## src/rtl/jt1943_vrom_pkg.sv

```systemverilog
// Shared constants for the 1943 video ROM arbiter: slot indices, widths, FSM encoding.
// Optional round-robin arbitration is enabled with JT1943_VROM_RR_EN.
package jt1943_vrom_pkg;

   localparam int NSLOTS = 6;
   localparam int IDXW   = 3;
   localparam int MAXW   = 17;

   localparam logic [IDXW-1:0] SLOT_CHAR = 3'd0;
   localparam logic [IDXW-1:0] SLOT_SCR1 = 3'd1;
   localparam logic [IDXW-1:0] SLOT_SCR2 = 3'd2;
   localparam logic [IDXW-1:0] SLOT_MAP1 = 3'd3;
   localparam logic [IDXW-1:0] SLOT_MAP2 = 3'd4;
   localparam logic [IDXW-1:0] SLOT_OBJ  = 3'd5;

   localparam logic [1:0] ST_IDLE     = 2'd0;
   localparam logic [1:0] ST_WAIT_ACK = 2'd1;
   localparam logic [1:0] ST_WAIT_RDY = 2'd2;

   typedef logic [MAXW-1:0] slot_addr_t;
   typedef logic [15:0]     word_t;

   function automatic logic [IDXW-1:0] slot_wrap(input logic [IDXW-1:0] s);
      return (s == SLOT_OBJ) ? SLOT_CHAR : s + 3'd1;
   endfunction

endpackage

```

## src/rtl/jt1943_vrom_arb_if.sv

```systemverilog
// Video-side ROM ports plus the SDRAM read port of the arbiter.
// slave = arbiter view, master = video/SDRAM environment view.
interface jt1943_vrom_arb_if #(parameter int AW = 22);

   logic [13:0]   char_addr;
   logic [15:0]   char_data;
   logic          char_ok;
   logic [16:0]   scr1_addr;
   logic [15:0]   scr1_data;
   logic          scr1_ok;
   logic [14:0]   scr2_addr;
   logic [15:0]   scr2_data;
   logic          scr2_ok;
   logic [13:0]   map1_addr;
   logic [15:0]   map1_data;
   logic          map1_ok;
   logic [13:0]   map2_addr;
   logic [15:0]   map2_data;
   logic          map2_ok;
   logic [16:0]   obj_addr;
   logic [15:0]   obj_data;
   logic          obj_ok;

   logic          sdram_req;
   logic [AW-1:0] sdram_addr;
   logic          sdram_ack;
   logic          sdram_rdy;
   logic [15:0]   data_read;

   modport slave (
      input  char_addr, scr1_addr, scr2_addr, map1_addr, map2_addr, obj_addr,
      output char_data, scr1_data, scr2_data, map1_data, map2_data, obj_data,
      output char_ok, scr1_ok, scr2_ok, map1_ok, map2_ok, obj_ok,
      output sdram_req, sdram_addr,
      input  sdram_ack, sdram_rdy, data_read
   );

   modport master (
      output char_addr, scr1_addr, scr2_addr, map1_addr, map2_addr, obj_addr,
      input  char_data, scr1_data, scr2_data, map1_data, map2_data, obj_data,
      input  char_ok, scr1_ok, scr2_ok, map1_ok, map2_ok, obj_ok,
      input  sdram_req, sdram_addr,
      output sdram_ack, sdram_rdy, data_read
   );

endinterface

```

## src/rtl/jt1943_vrom_slot.sv

```systemverilog
// One requester slot: remembers the last fetched address and word, flags pending/ok.
// ok drops the edge after the address moves away and rises the edge a matching word lands.
module jt1943_vrom_slot
   import jt1943_vrom_pkg::*;
#(
   parameter int W = 14
) (
   input  logic         clk,
   input  logic         rst,
   input  logic [W-1:0] addr_i,
   input  logic         rdy_hit_i,
   input  logic [W-1:0] cap_addr_i,
   input  word_t        data_read_i,
   output logic         pending_o,
   output word_t        data_o,
   output logic         ok_o
);

   logic [W-1:0] last_q, last_d;
   logic         fetched_q, fetched_d;
   word_t        data_q, data_d;
   logic         ok_q, ok_d;
   logic         same;
   logic         load;

   assign same = fetched_q && (addr_i == last_q);
   // A word is only kept if the requester still wants the address it was fetched for
   assign load = rdy_hit_i && (addr_i == cap_addr_i);

   always_comb begin
      last_d    = last_q;
      fetched_d = fetched_q;
      data_d    = data_q;
      ok_d      = same;
      if (load) begin
         last_d    = addr_i;
         fetched_d = 1'b1;
         data_d    = data_read_i;
         ok_d      = 1'b1;
      end
   end

   always_ff @(posedge clk) begin
      if (rst) begin
         last_q    <= '0;
         fetched_q <= 1'b0;
         data_q    <= '0;
         ok_q      <= 1'b0;
      end else begin
         last_q    <= last_d;
         fetched_q <= fetched_d;
         data_q    <= data_d;
         ok_q      <= ok_d;
      end
   end

   assign pending_o = !same;
   assign data_o    = data_q;
   assign ok_o      = ok_q;

endmodule

```

## src/rtl/jt1943_vrom_arb.sv

```systemverilog
// Six-way video ROM arbiter onto a single SDRAM read port (one request outstanding at a time).
// Fixed priority by default; define JT1943_VROM_RR_EN for round-robin slot selection.
module jt1943_vrom_arb
   import jt1943_vrom_pkg::*;
#(
   parameter int            AW          = 22,
   parameter logic [AW-1:0] CHAR_OFFSET = '0,
   parameter logic [AW-1:0] SCR1_OFFSET = '0,
   parameter logic [AW-1:0] MAP1_OFFSET = '0,
   parameter logic [AW-1:0] MAP2_OFFSET = '0,
   parameter logic [AW-1:0] SCR2_OFFSET = '0,
   parameter logic [AW-1:0] OBJ_OFFSET  = '0
) (
   input  logic               clk,
   input  logic               rst,
   jt1943_vrom_arb_if.slave   bus
);

   logic [NSLOTS-1:0] pending;
   logic [NSLOTS-1:0] hit_vec;
   slot_addr_t        slot_addr [NSLOTS];

   logic [1:0]        state_q, state_d;
   logic [IDXW-1:0]   slot_q, slot_d;
   slot_addr_t        cap_q, cap_d;
   logic              req_q, req_d;
   logic [AW-1:0]     addr_q, addr_d;
   logic              rdy_hit;
   logic [IDXW-1:0]   sel;
   logic [AW-1:0]     sel_off;

   assign slot_addr[SLOT_CHAR] = MAXW'(bus.char_addr);
   assign slot_addr[SLOT_SCR1] = MAXW'(bus.scr1_addr);
   assign slot_addr[SLOT_SCR2] = MAXW'(bus.scr2_addr);
   assign slot_addr[SLOT_MAP1] = MAXW'(bus.map1_addr);
   assign slot_addr[SLOT_MAP2] = MAXW'(bus.map2_addr);
   assign slot_addr[SLOT_OBJ]  = MAXW'(bus.obj_addr);

`ifdef JT1943_VROM_RR_EN
   logic [IDXW-1:0] ptr_q, ptr_d;

   // Search begins at the slot after the last grant and wraps obj -> char
   always_comb begin
      logic [IDXW-1:0] idx;
      logic            found;
      sel   = SLOT_CHAR;
      found = 1'b0;
      idx   = ptr_q;
      for (int k = 0; k < NSLOTS; k++) begin
         if (!found && pending[idx]) begin
            sel   = idx;
            found = 1'b1;
         end
         idx = slot_wrap(idx);
      end
   end
`else
   always_comb begin
      sel = SLOT_CHAR;
      for (int i = NSLOTS - 1; i >= 0; i--) begin
         if (pending[i]) sel = IDXW'(i);
      end
   end
`endif

   always_comb begin
      case (sel)
         SLOT_CHAR: sel_off = CHAR_OFFSET;
         SLOT_SCR1: sel_off = SCR1_OFFSET;
         SLOT_SCR2: sel_off = SCR2_OFFSET;
         SLOT_MAP1: sel_off = MAP1_OFFSET;
         SLOT_MAP2: sel_off = MAP2_OFFSET;
         default:   sel_off = OBJ_OFFSET;
      endcase
   end

   always_comb begin
      state_d = state_q;
      slot_d  = slot_q;
      cap_d   = cap_q;
      req_d   = req_q;
      addr_d  = addr_q;
      rdy_hit = 1'b0;
`ifdef JT1943_VROM_RR_EN
      ptr_d   = ptr_q;
`endif
      case (state_q)
         ST_IDLE: begin
            if (|pending) begin
               slot_d  = sel;
               cap_d   = slot_addr[sel];
               addr_d  = sel_off + AW'(slot_addr[sel]);
               req_d   = 1'b1;
               state_d = ST_WAIT_ACK;
`ifdef JT1943_VROM_RR_EN
               ptr_d   = slot_wrap(sel);
`endif
            end
         end
         ST_WAIT_ACK: begin
            if (bus.sdram_ack) begin
               req_d = 1'b0;
               // Controllers that answer in the ack cycle skip WAIT_RDY entirely
               if (bus.sdram_rdy) begin
                  rdy_hit = 1'b1;
                  state_d = ST_IDLE;
               end else begin
                  state_d = ST_WAIT_RDY;
               end
            end
         end
         ST_WAIT_RDY: begin
            if (bus.sdram_rdy) begin
               rdy_hit = 1'b1;
               state_d = ST_IDLE;
            end
         end
         default: begin
            req_d   = 1'b0;
            state_d = ST_IDLE;
         end
      endcase
   end

   always_ff @(posedge clk) begin
      if (rst) begin
         state_q <= ST_IDLE;
         slot_q  <= SLOT_CHAR;
         cap_q   <= '0;
         req_q   <= 1'b0;
         addr_q  <= '0;
`ifdef JT1943_VROM_RR_EN
         ptr_q   <= SLOT_CHAR;
`endif
      end else begin
         state_q <= state_d;
         slot_q  <= slot_d;
         cap_q   <= cap_d;
         req_q   <= req_d;
         addr_q  <= addr_d;
`ifdef JT1943_VROM_RR_EN
         ptr_q   <= ptr_d;
`endif
      end
   end

   assign bus.sdram_req  = req_q;
   assign bus.sdram_addr = addr_q;

   for (genvar i = 0; i < NSLOTS; i++) begin : g_hit
      assign hit_vec[i] = rdy_hit && (slot_q == IDXW'(i));
   end

   jt1943_vrom_slot #(.W(14)) u_char (
      .clk(clk), .rst(rst), .addr_i(bus.char_addr), .rdy_hit_i(hit_vec[SLOT_CHAR]),
      .cap_addr_i(cap_q[13:0]), .data_read_i(bus.data_read),
      .pending_o(pending[SLOT_CHAR]), .data_o(bus.char_data), .ok_o(bus.char_ok)
   );

   jt1943_vrom_slot #(.W(17)) u_scr1 (
      .clk(clk), .rst(rst), .addr_i(bus.scr1_addr), .rdy_hit_i(hit_vec[SLOT_SCR1]),
      .cap_addr_i(cap_q[16:0]), .data_read_i(bus.data_read),
      .pending_o(pending[SLOT_SCR1]), .data_o(bus.scr1_data), .ok_o(bus.scr1_ok)
   );

   jt1943_vrom_slot #(.W(15)) u_scr2 (
      .clk(clk), .rst(rst), .addr_i(bus.scr2_addr), .rdy_hit_i(hit_vec[SLOT_SCR2]),
      .cap_addr_i(cap_q[14:0]), .data_read_i(bus.data_read),
      .pending_o(pending[SLOT_SCR2]), .data_o(bus.scr2_data), .ok_o(bus.scr2_ok)
   );

   jt1943_vrom_slot #(.W(14)) u_map1 (
      .clk(clk), .rst(rst), .addr_i(bus.map1_addr), .rdy_hit_i(hit_vec[SLOT_MAP1]),
      .cap_addr_i(cap_q[13:0]), .data_read_i(bus.data_read),
      .pending_o(pending[SLOT_MAP1]), .data_o(bus.map1_data), .ok_o(bus.map1_ok)
   );

   jt1943_vrom_slot #(.W(14)) u_map2 (
      .clk(clk), .rst(rst), .addr_i(bus.map2_addr), .rdy_hit_i(hit_vec[SLOT_MAP2]),
      .cap_addr_i(cap_q[13:0]), .data_read_i(bus.data_read),
      .pending_o(pending[SLOT_MAP2]), .data_o(bus.map2_data), .ok_o(bus.map2_ok)
   );

   jt1943_vrom_slot #(.W(17)) u_obj (
      .clk(clk), .rst(rst), .addr_i(bus.obj_addr), .rdy_hit_i(hit_vec[SLOT_OBJ]),
      .cap_addr_i(cap_q[16:0]), .data_read_i(bus.data_read),
      .pending_o(pending[SLOT_OBJ]), .data_o(bus.obj_data), .ok_o(bus.obj_ok)
   );

endmodule

```

## src/flat_wrapper.sv

```systemverilog
// flat-port wrapper written by rule: the top's interface ports become plain ports
module jt1943_vrom_arb_flat import jt1943_vrom_pkg::*;
#(
   parameter int            AW          = 22,
   parameter logic [AW-1:0] CHAR_OFFSET = '0,
   parameter logic [AW-1:0] SCR1_OFFSET = '0,
   parameter logic [AW-1:0] MAP1_OFFSET = '0,
   parameter logic [AW-1:0] MAP2_OFFSET = '0,
   parameter logic [AW-1:0] SCR2_OFFSET = '0,
   parameter logic [AW-1:0] OBJ_OFFSET  = '0
)
  (clk, rst, bus_char_addr, bus_scr1_addr, bus_scr2_addr, bus_map1_addr, bus_map2_addr, bus_obj_addr, bus_char_data, bus_scr1_data, bus_scr2_data, bus_map1_data, bus_map2_data, bus_obj_data, bus_char_ok, bus_scr1_ok, bus_scr2_ok, bus_map1_ok, bus_map2_ok, bus_obj_ok, bus_sdram_req, bus_sdram_addr, bus_sdram_ack, bus_sdram_rdy, bus_data_read);
  jt1943_vrom_arb_if #(.AW(AW)) bus_i ();
  input  logic clk;
  input  logic rst;
  input wire logic [$bits(bus_i.char_addr)-1:0] bus_char_addr;
  input wire logic [$bits(bus_i.scr1_addr)-1:0] bus_scr1_addr;
  input wire logic [$bits(bus_i.scr2_addr)-1:0] bus_scr2_addr;
  input wire logic [$bits(bus_i.map1_addr)-1:0] bus_map1_addr;
  input wire logic [$bits(bus_i.map2_addr)-1:0] bus_map2_addr;
  input wire logic [$bits(bus_i.obj_addr)-1:0] bus_obj_addr;
  output wire logic [$bits(bus_i.char_data)-1:0] bus_char_data;
  output wire logic [$bits(bus_i.scr1_data)-1:0] bus_scr1_data;
  output wire logic [$bits(bus_i.scr2_data)-1:0] bus_scr2_data;
  output wire logic [$bits(bus_i.map1_data)-1:0] bus_map1_data;
  output wire logic [$bits(bus_i.map2_data)-1:0] bus_map2_data;
  output wire logic [$bits(bus_i.obj_data)-1:0] bus_obj_data;
  output wire logic [$bits(bus_i.char_ok)-1:0] bus_char_ok;
  output wire logic [$bits(bus_i.scr1_ok)-1:0] bus_scr1_ok;
  output wire logic [$bits(bus_i.scr2_ok)-1:0] bus_scr2_ok;
  output wire logic [$bits(bus_i.map1_ok)-1:0] bus_map1_ok;
  output wire logic [$bits(bus_i.map2_ok)-1:0] bus_map2_ok;
  output wire logic [$bits(bus_i.obj_ok)-1:0] bus_obj_ok;
  output wire logic [$bits(bus_i.sdram_req)-1:0] bus_sdram_req;
  output wire logic [$bits(bus_i.sdram_addr)-1:0] bus_sdram_addr;
  input wire logic [$bits(bus_i.sdram_ack)-1:0] bus_sdram_ack;
  input wire logic [$bits(bus_i.sdram_rdy)-1:0] bus_sdram_rdy;
  input wire logic [$bits(bus_i.data_read)-1:0] bus_data_read;
  assign bus_i.char_addr = bus_char_addr;
  assign bus_i.scr1_addr = bus_scr1_addr;
  assign bus_i.scr2_addr = bus_scr2_addr;
  assign bus_i.map1_addr = bus_map1_addr;
  assign bus_i.map2_addr = bus_map2_addr;
  assign bus_i.obj_addr = bus_obj_addr;
  assign bus_char_data = bus_i.char_data;
  assign bus_scr1_data = bus_i.scr1_data;
  assign bus_scr2_data = bus_i.scr2_data;
  assign bus_map1_data = bus_i.map1_data;
  assign bus_map2_data = bus_i.map2_data;
  assign bus_obj_data = bus_i.obj_data;
  assign bus_char_ok = bus_i.char_ok;
  assign bus_scr1_ok = bus_i.scr1_ok;
  assign bus_scr2_ok = bus_i.scr2_ok;
  assign bus_map1_ok = bus_i.map1_ok;
  assign bus_map2_ok = bus_i.map2_ok;
  assign bus_obj_ok = bus_i.obj_ok;
  assign bus_sdram_req = bus_i.sdram_req;
  assign bus_sdram_addr = bus_i.sdram_addr;
  assign bus_i.sdram_ack = bus_sdram_ack;
  assign bus_i.sdram_rdy = bus_sdram_rdy;
  assign bus_i.data_read = bus_data_read;
  jt1943_vrom_arb #(.AW(AW), .CHAR_OFFSET(CHAR_OFFSET), .SCR1_OFFSET(SCR1_OFFSET), .MAP1_OFFSET(MAP1_OFFSET), .MAP2_OFFSET(MAP2_OFFSET), .SCR2_OFFSET(SCR2_OFFSET), .OBJ_OFFSET(OBJ_OFFSET)) u_core (.clk(clk), .rst(rst), .bus(bus_i));
endmodule
```

## config.mk

```make
export PLATFORM = sky130hd
export DESIGN_NAME = jt1943_vrom_arb_flat
export DESIGN_NICKNAME = d
export VERILOG_FILES = /design/src/rtl/jt1943_vrom_pkg.sv /design/src/rtl/jt1943_vrom_arb_if.sv /design/src/rtl/jt1943_vrom_slot.sv /design/src/rtl/jt1943_vrom_arb.sv /design/src/flat_wrapper.sv
export SDC_FILE = /design/constraint.sdc
export NUM_CORES = 1
export LEC_CHECK = 0
export ABC_AREA = 1
export CELL_PAD_IN_SITES_DETAIL_PLACEMENT = 0
export CELL_PAD_IN_SITES_GLOBAL_PLACEMENT = 1
export CORE_ASPECT_RATIO = 2
export CORE_MARGIN = 4
export CORE_UTILIZATION = 34
export CTS_CLUSTER_DIAMETER = 200
export CTS_CLUSTER_SIZE = 8
export DETAILED_ROUTE_END_ITERATION = 10
export GPL_ROUTABILITY_DRIVEN = 0
export PLACE_DENSITY_LB_ADDON = 0.12
export RECOVER_POWER = 25
export SLEW_MARGIN = 0
export SYNTH_ARGS = -nofsm -noshare
export SYNTH_HDL_FRONTEND = slang
export SYNTH_SLANG_ARGS = --single-unit
```

## constraint.sdc

```tcl
create_clock -name clk -period 1.9 [get_ports clk]
set_input_delay 0.38 -clock clk [delete_from_list [all_inputs] [get_ports clk]]
set_output_delay 0.38 -clock clk [all_outputs]
set_load 0.01 [all_outputs]
```

==> results by group <==
Status
  • Status: complete, but fails checks
  • Failing checks: negative setup slack

Placement
  • I/O Buffers: 230
  • Post-DP HPWL: 47900 um
  • Dpl cells: 2944
  • Cell Area, Placed: 18500 um^2

Floorplanning
  • Die X: 145 um
  • Initial core utilization: 34.3%
  • Top-level I/O count: 236
  • Core Area: 37200 um^2
  • Die area: 40900 um^2
  • Die Y: 282 um
  • FP Rows: 100

Logic synthesis
  • Mapped cell area: 12800 um^2
  • Synth area leader: dfxtp_1
  • Most common cell in the netlist: nand2_1
  • YS warnings: 0
  • Synth top cells by count: nand2_1, nor2_1, dfxtp_1, inv_1, a21oi_1
  • Ranking of synthesized cells by area: dfxtp_1, nand2_1, nor2_1, inv_1, a21oi_1
  • Netlist cell types: 44
  • Post-synth ARST share: 0%
  • Main flop type after synthesis: dfxtp_1
  • Mapped Cells: 1941
  • Post-synth EDFFs: 0
  • Synth Register Bits: 222
  • Avg Synthesized Cell Area: 6.57 um^2
  • Sequential fraction of the synthesis area: 34.8%
  • Post-synth top area share: 34.8%

Routing
  • Max layer used: met4
  • DR WL/cell: 22.4 um
  • DR WL met3: 3350 um
  • Met1 Wirelength: 21900 um
  • Drt total wl: 68600 um
  • Antenna-violating nets left: 0
  • Via-per-instance ratio: 5.26
  • Drt initial violations: 830
  • Post-route DRC violation count: 0
  • Metal2 WL: 36700 um
  • Vias: 16100
  • DR pass1 iterations: 5

Critical path
  • Crit. Startpoint: u_core.state_q[0]
  • Element type at the critical path end: flop
  • R2r setup slk: -290 ps
  • Startpoint types: flop
  • Arr. time, crit path: 2690 ps
  • Reg-to-Reg Start: u_core.state_q[0]
  • Worst Path Required: 2390 ps
  • WS Path Type: flop to flop
  • CP max FO: 6

Hold path
  • HP Class: input pin to flop
  • HP Start: bus_scr1_addr[13]

Global routing
  • Global route overflow: 0
  • Vias in the first global route: 16000
  • Tot GR Track Use: 30.0%
  • Initial antenna violation count: 0
  • Global-route wire length before repair: 94100 um
  • Largest net degree at the start of global routing: 97

Power and ir drop
  • Leakage power: 9.95 nW
  • Worst vdd ir: 0.743 mV
  • Power per cell area: 619 nW/um^2
  • Power after layout: 14.1 mW

CTS
  • CTS tree: done
  • Clock buffer depth: 3
  • Clock Latency Late Sink: 590 ps
  • Root Driver: clkbuf_16
  • Clock transition at path regs: 70 ps
  • Sink Count: 222
  • Num CTS Buffers: 31
  • Hold buffers post-CTS: 0
  • H-tree Lvls: 1

Final layout
  • P&R area growth vs syn: 78.2%
  • Share of layout cells above drive strength 1: 38.1%
  • Fill count: 3409
  • Finished Cell Area: 22700 um^2
  • Register area: 4510 um^2
  • Final Instance Count excl. Fillers: 3066
  • Final Util: 61.2%
  • Ant diodes: 0
  • Layout Nets: 2722
  • Multi-input logic area: 8750 um^2

STA
  • Maximum clock rate: 456 MHz
  • Unrepaired setup endpoints after global routing: yes
  • Crit share post-route: 115%
  • Hold Fails Final Rpt: 0
  • Period minus WS final: 2190 ps
  • Clock Skew: 22.8 ps
  • Least-Margin Pin Slew: 687 ps
  • Slew HR: 54.2%
  • PnR worst setup slack: -294 ps
  • Count of pins over their slew limit: 0
  • Setup violators final: 231

Job
  • Maxcap violations: 0
==> layout by cell type (no fill, tap or decap), types with 57 or more instances in the layout <==
master / Yosys / layout
buf_4: 14 / 384
nand2_1: 387 / 335
inv_1: 212 / 199
nor2_1: 281 / 194
dfxtp_1: 222 / 182
clkdlybuf4s50_1: 0 / 168
a21oi_1: 130 / 102
nand3_1: 125 / 95
a211oi_2: 0 / 73
nor2_4: 2 / 59
o21ai_0: 127 / 57
==> worst max-delay path, cell delays in order, from the launching register on <==
cell	delay [ps]
dfxtp_2	350
inv_2	60
ha_4	270
nand2_4	50
nor2_4	100
buf_12	150
buf_8	110
nand3_2	70
nor4_2	240
nand3_2	150
inv_2	110
buf_6	120
buf_12	140
o21ai_2	50
a21oi_1	150
==> worst paths after layout <==
path	depth (start not counted)	endpoint
max	14	u_core.u_char.last_q[8]
min	3	u_core.u_scr1.last_q[13]
max reg2reg	14	u_core.u_char.last_q[8]
min reg2reg	2	u_core.bus.sdram_req
==> state kept, by name, indices dropped and copies added, names as in the netlist, 14 cells and up <==
register	flops
u_core.cap_q	17
u_core.u_obj.last_q	17
u_core.u_scr1.last_q	17
u_core.u_char.data_o	16
u_core.u_map1.data_o	16
u_core.u_map2.data_o	16
u_core.u_obj.data_o	16
u_core.u_scr1.data_o	16
u_core.u_scr2.data_o	16
u_core.u_scr2.last_q	15
u_core.u_char.last_q	14
u_core.u_map1.last_q	14
u_core.u_map2.last_q	14
==> logic make-up (layout without fill, tap and decap cells) <==
logic type / after synthesis / after routing / synth area share, %
adder cells (fa/ha/maj): 3 / 3 / 0.294
buffers and inverters: 338 / 998 / 11.2
other: 1 / 5 / 0.0294
XOR/XNOR: 86 / 86 / 5.91
AND/OR/NAND/NOR: 931 / 933 / 31.8
flip-flops: 222 / 222 / 34.8
AO/OA/AOI/OAI: 360 / 360 / 15.9
==> through the flow <==
stage	hold slack [ps]	setup TNS [ps]	setup WS [ps]
final	186	-40820	-294
after global routing	189	-61210	-381
after CTS	206	-24370	-201
after detailed placement	442	-136260	-1000
after global placement	442	-131120	-1010
after floorplan	444	0	5.36
==> area by class of cell <==
| cell class | count | share of cell area [%] |
|---|---|---|
| multi-input cells | 1387 | 38.5 |
| repair buffers | 727 | 31.5 |
| repair inverters | 2 | 0.0660 |
| well taps | 459 | 2.53 |
| inverters | 237 | 4.08 |
| flip-flops and latches | 222 | 19.8 |
| clock buffers | 32 | 3.47 |
==> metal layers <==
layer / track usage, % / up-vias
li1: - / 7643
met5: 0 / -
met2: 60.0 / 641
met3: 4.81 / 280
met4: 21.0 / 0
met1: 27.2 / 7575
==> power breakdown <==
group | internal, mW | leakage [nW] | switching (mW)
Clock | 2.86 | 0.389 | 2.13
Sequential | 4.78 | 1.81 | 0.148
Combinational | 1.84 | 7.75 | 2.32
Total | 9.47 | 9.95 | 4.60
==> timing repair <==
item | 4_1_cts | 5_1_grt
setup buffers | 30 | 26
gates cloned | 14 | 27
setup endpoints to repair | 238 | 230
pin swaps | 42 | 119
resized for setup | 258 | 467
(Power assumes the default switching activity.)
